<file path="src/rtl/core_bus_arbiter_pkg.sv">
// core_bus_arbiter_pkg: shared bus widths, hold-flag and select encodings
package core_bus_arbiter_pkg;
    localparam int BusAddrW = 32;
    localparam int BusDataW = 32;
    localparam logic [2:0] HoldNone = 3'd0;
    localparam logic [2:0] HoldPc   = 3'd1;
    localparam logic [2:0] HoldIf   = 3'd2;
    localparam logic [2:0] HoldId   = 3'd3;
    localparam logic SelectAsMaster = 1'b1;
    localparam logic SelectAsSlave  = 1'b0;
endpackage

</file>
<file path="src/rtl/core_arb_pick.sv">
// core_arb_pick: fixed-priority winner picker (M2 > M1 > M0, M0 beats M1 when starved)
// Ports: req[2:0] requests, starve = M0 starvation limit reached, win[2:0] one-hot winner
module core_arb_pick (
    input  logic [2:0] req,
    input  logic       starve,
    output logic [2:0] win
);
    always_comb begin
        win[2] = req[2];
        win[1] = !req[2] && req[1] && !(starve && req[0]);
        win[0] = !req[2] && req[0] && !win[1];
    end
endmodule

</file>
<file path="src/rtl/core_bus_arbiter.sv">
// core_bus_arbiter: three-master single-slave bus arbiter with starvation guard and ack timeout
// Ports: clk, rst (async active-low); mN_* master request/response per master 0..2;
//        s_* shared slave side; select_as_o one-hot owner; hold_flag_o pipeline hold to core_ctrl
module core_bus_arbiter
    import core_bus_arbiter_pkg::*;
#(
    parameter int TIMEOUT    = 16,
    parameter int STARVE_MAX = 4
) (
    input  logic                clk,
    input  logic                rst,
    input  logic                m0_req_i,
    input  logic                m1_req_i,
    input  logic                m2_req_i,
    input  logic [BusAddrW-1:0] m0_addr_i,
    input  logic [BusAddrW-1:0] m1_addr_i,
    input  logic [BusAddrW-1:0] m2_addr_i,
    input  logic [BusDataW-1:0] m0_wdata_i,
    input  logic [BusDataW-1:0] m1_wdata_i,
    input  logic [BusDataW-1:0] m2_wdata_i,
    input  logic                m0_we_i,
    input  logic                m1_we_i,
    input  logic                m2_we_i,
    output logic                m0_ack_o,
    output logic                m1_ack_o,
    output logic                m2_ack_o,
    output logic                m0_err_o,
    output logic                m1_err_o,
    output logic                m2_err_o,
    output logic [BusDataW-1:0] m0_rdata_o,
    output logic [BusDataW-1:0] m1_rdata_o,
    output logic [BusDataW-1:0] m2_rdata_o,
    output logic [2:0]          select_as_o,
    output logic                s_req_o,
    output logic [BusAddrW-1:0] s_addr_o,
    output logic [BusDataW-1:0] s_wdata_o,
    output logic                s_we_o,
    input  logic                s_ack_i,
    input  logic [BusDataW-1:0] s_rdata_i,
    output logic [2:0]          hold_flag_o
);
    typedef enum logic {IDLE, BUSY} state_t;
    localparam logic [1:0] M0 = 2'd0, M1 = 2'd1, M2 = 2'd2;
    state_t     state;
    logic [1:0] owner;
    logic [7:0] starve, tcnt;
    logic [2:0] req, win, own_oh;
    logic       busy, own_req, act, tmo, ack, err, rd_ok;
    assign req = {m2_req_i, m1_req_i, m0_req_i};
    core_arb_pick u_pick (
        .req   (req),
        .starve(starve == 8'(STARVE_MAX)),
        .win   (win)
    );
    always_comb begin
        busy        = state == BUSY;
        own_oh      = 3'b001 << owner;
        own_req     = |(req & own_oh);
        // a dropped request ends the transaction silently
        act         = busy && own_req;
        tmo         = tcnt == 8'(TIMEOUT - 1);
        ack         = act && (s_ack_i || tmo);
        err         = act && !s_ack_i && tmo;
        rd_ok       = act && s_ack_i;
        m0_ack_o    = ack && owner == M0;
        m1_ack_o    = ack && owner == M1;
        m2_ack_o    = ack && owner == M2;
        m0_err_o    = err && owner == M0;
        m1_err_o    = err && owner == M1;
        m2_err_o    = err && owner == M2;
        m0_rdata_o  = (rd_ok && owner == M0) ? s_rdata_i : '0;
        m1_rdata_o  = (rd_ok && owner == M1) ? s_rdata_i : '0;
        m2_rdata_o  = (rd_ok && owner == M2) ? s_rdata_i : '0;
        s_req_o     = act;
        s_addr_o    = !act ? '0 : owner == M2 ? m2_addr_i : owner == M1 ? m1_addr_i : m0_addr_i;
        s_wdata_o   = !act ? '0 : owner == M2 ? m2_wdata_i : owner == M1 ? m1_wdata_i : m0_wdata_i;
        s_we_o      = act && (owner == M2 ? m2_we_i : owner == M1 ? m1_we_i : m0_we_i);
        select_as_o = busy ? own_oh : {3{SelectAsSlave}};
        // gated by rst so the hold request is silent while in reset
        hold_flag_o = (rst && m0_req_i && !m0_ack_o) ? HoldPc : HoldNone;
    end
    always_ff @(posedge clk or negedge rst) begin
        if (!rst) begin
            state  <= IDLE;
            owner  <= M0;
            starve <= '0;
            tcnt   <= '0;
        end else begin
            if (!m0_req_i) starve <= '0;
            if (state == IDLE) begin
                if (|req) begin
                    state  <= BUSY;
                    owner  <= win[2] ? M2 : win[1] ? M1 : M0;
                    tcnt   <= '0;
                    starve <= (win[0] || !m0_req_i) ? '0 :
                              (win[1] && starve != 8'(STARVE_MAX)) ? starve + 8'd1 : starve;
                end
            end else if (!own_req || ack) begin
                state <= IDLE;
            end else begin
                tcnt <= tcnt + 8'd1;
            end
        end
    end
endmodule

</file>
<file path="config.mk">
export PLATFORM = sky130hd
export DESIGN_NAME = core_bus_arbiter
export DESIGN_NICKNAME = d
export VERILOG_FILES = /design/src/rtl/core_bus_arbiter_pkg.sv /design/src/rtl/core_arb_pick.sv /design/src/rtl/core_bus_arbiter.sv
export SDC_FILE = /design/constraint.sdc
export NUM_CORES = 1
export LEC_CHECK = 0
export CORE_AREA = 4 4 157 159
export DETAILED_ROUTE_END_ITERATION = 6
export DIE_AREA = 0 0 161 163
export GPL_TIMING_DRIVEN = 0
export MAX_ROUTING_LAYER = met4
export SYNTH_ARGS = -nofsm -noshare
export SYNTH_HDL_FRONTEND = slang
export SYNTH_HIERARCHICAL = 1
export SYNTH_SLANG_ARGS = --single-unit
</file>
<file path="constraint.sdc">
create_clock -name clk -period 6.4 [get_ports clk]
set_clock_uncertainty 0.15 [all_clocks]
set_input_delay 1.28 -clock clk [delete_from_list [all_inputs] [get_ports clk]]
set_output_delay 1.28 -clock clk [all_outputs]
set_load 0.01 [all_outputs]
</file>
Word level (Yosys, flattened, before mapping) --
Index checks and enable logic that the tools add are counted.
Word-level totals: bits in registers 19, input port bits 233, output and inout bits 174, word-level logic and storage cells 81
Operators by class: add/sub/neg operators 2, equality and inequality tests 7, shift operators 1, mux-type cells 26, bitwise gates (word level) 2, reductions and logical operators 39
Operators by type and width (number):
- $mux W32 | 9
- $mux W8 | 8
- $logic_and A1 B1 Y1 | 23
- $add A8 B1 Y8 const B | 2
- $eq A8 B3 Y1 const B | 1
- $eq A8 B4 Y1 const B | 1
- $ne A8 B3 Y1 const B | 1
- $logic_not A1 Y1 | 7
- $mux W1 | 7
- $reduce_or A3 Y1 | 2
- $ne A4 B2 Y1 const B | 1
- $reduce_and A2 Y1 | 2
- $and A3 B3 Y3 | 1
- $logic_or A1 B1 Y1 | 3
- $mux W3 | 1
- $shl A1 B2 Y3 const A | 1
- $eq A2 B1 Y1 const B | 1
- $eq A2 B2 Y1 const B | 1
- $logic_not A2 Y1 | 1
- $mux W2 | 1
- $ne A2 B2 Y1 const B | 1
- $reduce_bool A2 Y1 | 1
- $not A1 Y1 | 1

Longest topological paths before layout --
depth in word-level cells 10, gate-level depth with buffers 9, mapped depth without buffers 9

Modules after synthesis --
Netlist, hierarchy kept.
Modules (own cells, without submodules):
- core_bus_arbiter | times used 1, cells an instance 549, area an instance 4135.2 µm², sequential area each 475.5 µm²
- core_arb_pick | times used 1, cells an instance 5, area an instance 37.5 µm², sequential area each 0.0 µm²

Worst setup path before layout --
Ideal clock, no wire load.
path kind input port to output port, start point input port m0_req_i, end point output port s_wdata_o[11], arrival time 2.459 ns, data required time 4.970 ns, path slack 2.511 ns, cell stages on the path 7, path buffers 4, cell sequence buf_2 -> mux2_2 -> a21oi_4 -> buf_6 -> buf_6 -> buf_2 -> a211oi_1
Between the ends: cells in the longest elaborated chain, start to end 4
Ends and longest elaborated chain:
- from (decl) | line core_bus_arbiter.sv:12 | input logic m0_req_i,
- $and A3 B3 Y3 | line core_bus_arbiter.sv:58 | own_req = |(req & own_oh);
- $reduce_or A3 Y1 | line core_bus_arbiter.sv:58
- $logic_and A1 B1 Y1 | line core_bus_arbiter.sv:60 | act = busy && own_req;
- $mux W32 | line core_bus_arbiter.sv:76 | s_wdata_o = !act ? '0 : owner == M2 ? m2_wdata_i : owner == M1 ? m1_wdata_i : m0_wdata_i;
- to (decl) | line core_bus_arbiter.sv:36 | output logic [BusDataW-1:0] s_wdata_o,
Every way passes these cells.

Worst setup path in the final report --
start point input port m0_req_i, end point output port s_wdata_o[12]
Same word-level chain as after synthesis.

==> run metrics <==
status=finished clean; post-route ant nets=0; Worst IR Drop VDD=0.0001003 V; worst hold path class=reg2reg; first-pass GRT wire length=36770 um; Final Hold Fails=0; Area Overhead vs Synth=108.5%; maximum root-to-sink buffer count=2; CTS H-tree depth=1; Via density=4.602; Mapped Cells=554; post-DP HPWL=22040 um; CTS root buf=clkbuf_16; most common cell after layout, fill and taps aside=clkdlybuf4s50_1; Worst-Skew Late Latency=0.25 ns; Worst Hold Path EP=tcnt[0]$_DFFE_PN0P_; critical path startpoint category=input port; worst reg2reg endpoint=starve[1]$_DFFE_PN0P_; vias in the first global route=6104; sequential share of the synthesized area=0.1139; # fillers=2481; Post-Syn Area=0.004173 mm^2; reg2reg setup slack=3.43 ns; PwrDens=235.4 mW/mm^2; Worst Reg-to-Reg Cells=8; Comb power frac=0.862; Initial Util=0.1794; cts bufs inserted=3; fin. max-slew vios=0; TritonCTS Sinks=19; synth unique cells=51; Sw Ratio=0.4968; IO buf count=404; Sw Pwr=1.018 mW; post-route insts no fill=1283; most area-consuming cells after synthesis=a211oi_1, mux2i_1, and2_1; wire length per cell=20.17 um; drc violations=0; dpl cells=1278; pin count of the biggest net entering global routing=21; Total Power=2.048 mW; area of the multi-input gates=0.003358 mm^2; Die ar.=0.02624 mm^2; nets=1200; hold path startpoint=tcnt[0]$_DFFE_PN0P_; initial drt markers=278; Peak Freq=0.1870 GHz; number of synthesized register bits=19; initial antenna violation count=1; Flop pwr share=0.075; leakage=3.020 nW; Max-slew headroom=0.2222; Worst path slowest cell=clkdlybuf4s50_1; I/O pins=407; core region area=0.02326 mm^2; GRT Total Usage=0.1844; Setup WS post-layout=1.053 ns; internal power=1.031 mW; worst-path cell chain=clkdlybuf4s50_1 -> buf_2 -> mux2_2 -> a21oi_4 -> buf_6 -> buf_6 -> buf_2 -> a211oi_1 -> clkdlybuf4s50_1; Mapped Avg Cell Area=7.532 um^2; Ys Warns=6; post-route clock period utilization=0.8354; hold-fix buffers at CTS=0; EDFF count, synth=0; area leader, netlist=a211oi_1; Worst path max stage delay=0.64 ns; drt first pass iters=6; hold depth=1; vias after detailed routing=5905; CTS tree=built; site row count=56; top-area cell type share of the netlist area=0.2339; commonest cells after routing, fill and taps aside=clkdlybuf4s50_1, a211oi_1, and2_1, nor2b_1, mux2i_1; Worst setup EP type=primary output; setup violators final=0; Final min period=5.347 ns; Clock power frac=0.064; Final Core Density=0.3741; total setup buffers inserted after CTS=0; critical path type=in2out; CP arrival=3.92 ns; asr flop ratio synth=1.000; CTS clk-pin slew, worst paths=0.06 ns; worst slew pin tran=1.152 ns; max cap viols=0; share of cells above drive strength 1=0.04465; top_reg_cell synth=dfrtp_1; RSZ-0062 raised after global routing=false; CTS-repair resized insts=0; DP Worst Slack=1.056 ns; final setup TNS=0 ns; Die Span X=161 um; Worst Path Required=4.97 ns; drt total wl=25880 um; Reg area=475.5 um^2; worst r2r src=starve[0]$_DFFE_PN0P_; Worst Path Max Fanout=10; global route overflow=0; Final GP Congestion=0.8614; Die Height=163 um
[per-layer routing]
metal | wire length [um] | GRT usage | share of wire
met1 | 10090 | 0.2081 | 0.39
met2 | 13420 | 0.3463 | 0.52
met3 | 1897 | 0.02936 | 0.073
met4 | 477 | 0.03490 | 0.018
met5 | 0 | - | 0
[area by class of cell]
type / count / area share
Multi-Input combinational cell: 462 / 0.3859
Clock buffer: 3 / 0.008627
Inverter: 12 / 0.005176
Sequential cell: 19 / 0.05464
Tap cell: 319 / 0.04587
Antenna cell: 1 / 0.0002876
Buffer: 62 / 0.03422
Timing Repair Buffer: 404 / 0.4647
Clock inverter: 1 / 0.0005751
[kinds of logic (layout without fill, tap and decap cells)]
family	Yosys count	count (layout)	share of synthesized area
multiplexers	69	69	0.1658
adder cells (fa/ha/maj)	3	3	0.008996
buffers and inverters	74	482	0.08216
AO/OA/AOI/OAI	165	165	0.3010
flip-flops	19	19	0.1139
AND/OR/NAND/NOR	223	223	0.3271
other	1	3	0.0008987
[power groups by stage]
| stage | clock network (mW) | registers, mW | logic [mW] |
|---|---|---|---|
| 2_1_floorplan | 0 | 0.150 | 0.859 |
| 3_3_place_gp | 0 | 0.154 | 1.79 |
| 3_5_place_dp | 0 | 0.155 | 1.78 |
| 4_1_cts | 0.133 | 0.153 | 1.79 |
| 5_1_grt | 0.141 | 0.156 | 1.89 |
| 6_report | 0.131 | 0.153 | 1.76 |
[per-stage QoR]
stage,instance area (um^2),hold WS (ns)
6_report,8702,0.3642
5_1_grt,8702,0.4047
4_1_cts,8700,0.3671
3_5_place_dp,8620,0.3616
3_3_place_gp,8620,0.3473
2_1_floorplan,4177,0.3174
[how the worst max path moves through the flow]
stage	slack [ns]	cells past startpoint	to	from
floorplan	2.51	7	s_wdata_o[11]	m0_req_i
global placement	1.05	8	m0_rdata_o[17]	m0_req_i
detailed placement	1.06	8	m0_rdata_o[17]	m0_req_i
CTS	1.05	8	m0_rdata_o[17]	m0_req_i
global route	0.91	8	m0_rdata_o[17]	m0_req_i
finish	1.05	9	s_wdata_o[12]	m0_req_i
[registers in the layout (all words and copies together), names as in the netlist]
register	flops
owner	2
starve	8
busy	1
tcnt	8
[cells in the mapped netlist, types with 4 or more instances]
cell,number
nor2b_1,69
buf_4,7
nand2_1,13
and2_1,97
o31ai_1,6
o311ai_0,4
nor2_1,8
o211ai_1,4
nor3_1,5
clkbuf_1,33
a211oi_1,130
mux2i_1,68
inv_1,11
nand3_1,7
buf_2,19
dfrtp_1,19
[worst max-delay path: cells and delay by family]
kind / cells / cell delay [ns]
AOI/OAI and AO/OA: 2 / 0.49
buffers and inverters: 6 / 1.92
muxes: 1 / 0.21
Power figures use the tool's default switching activity.
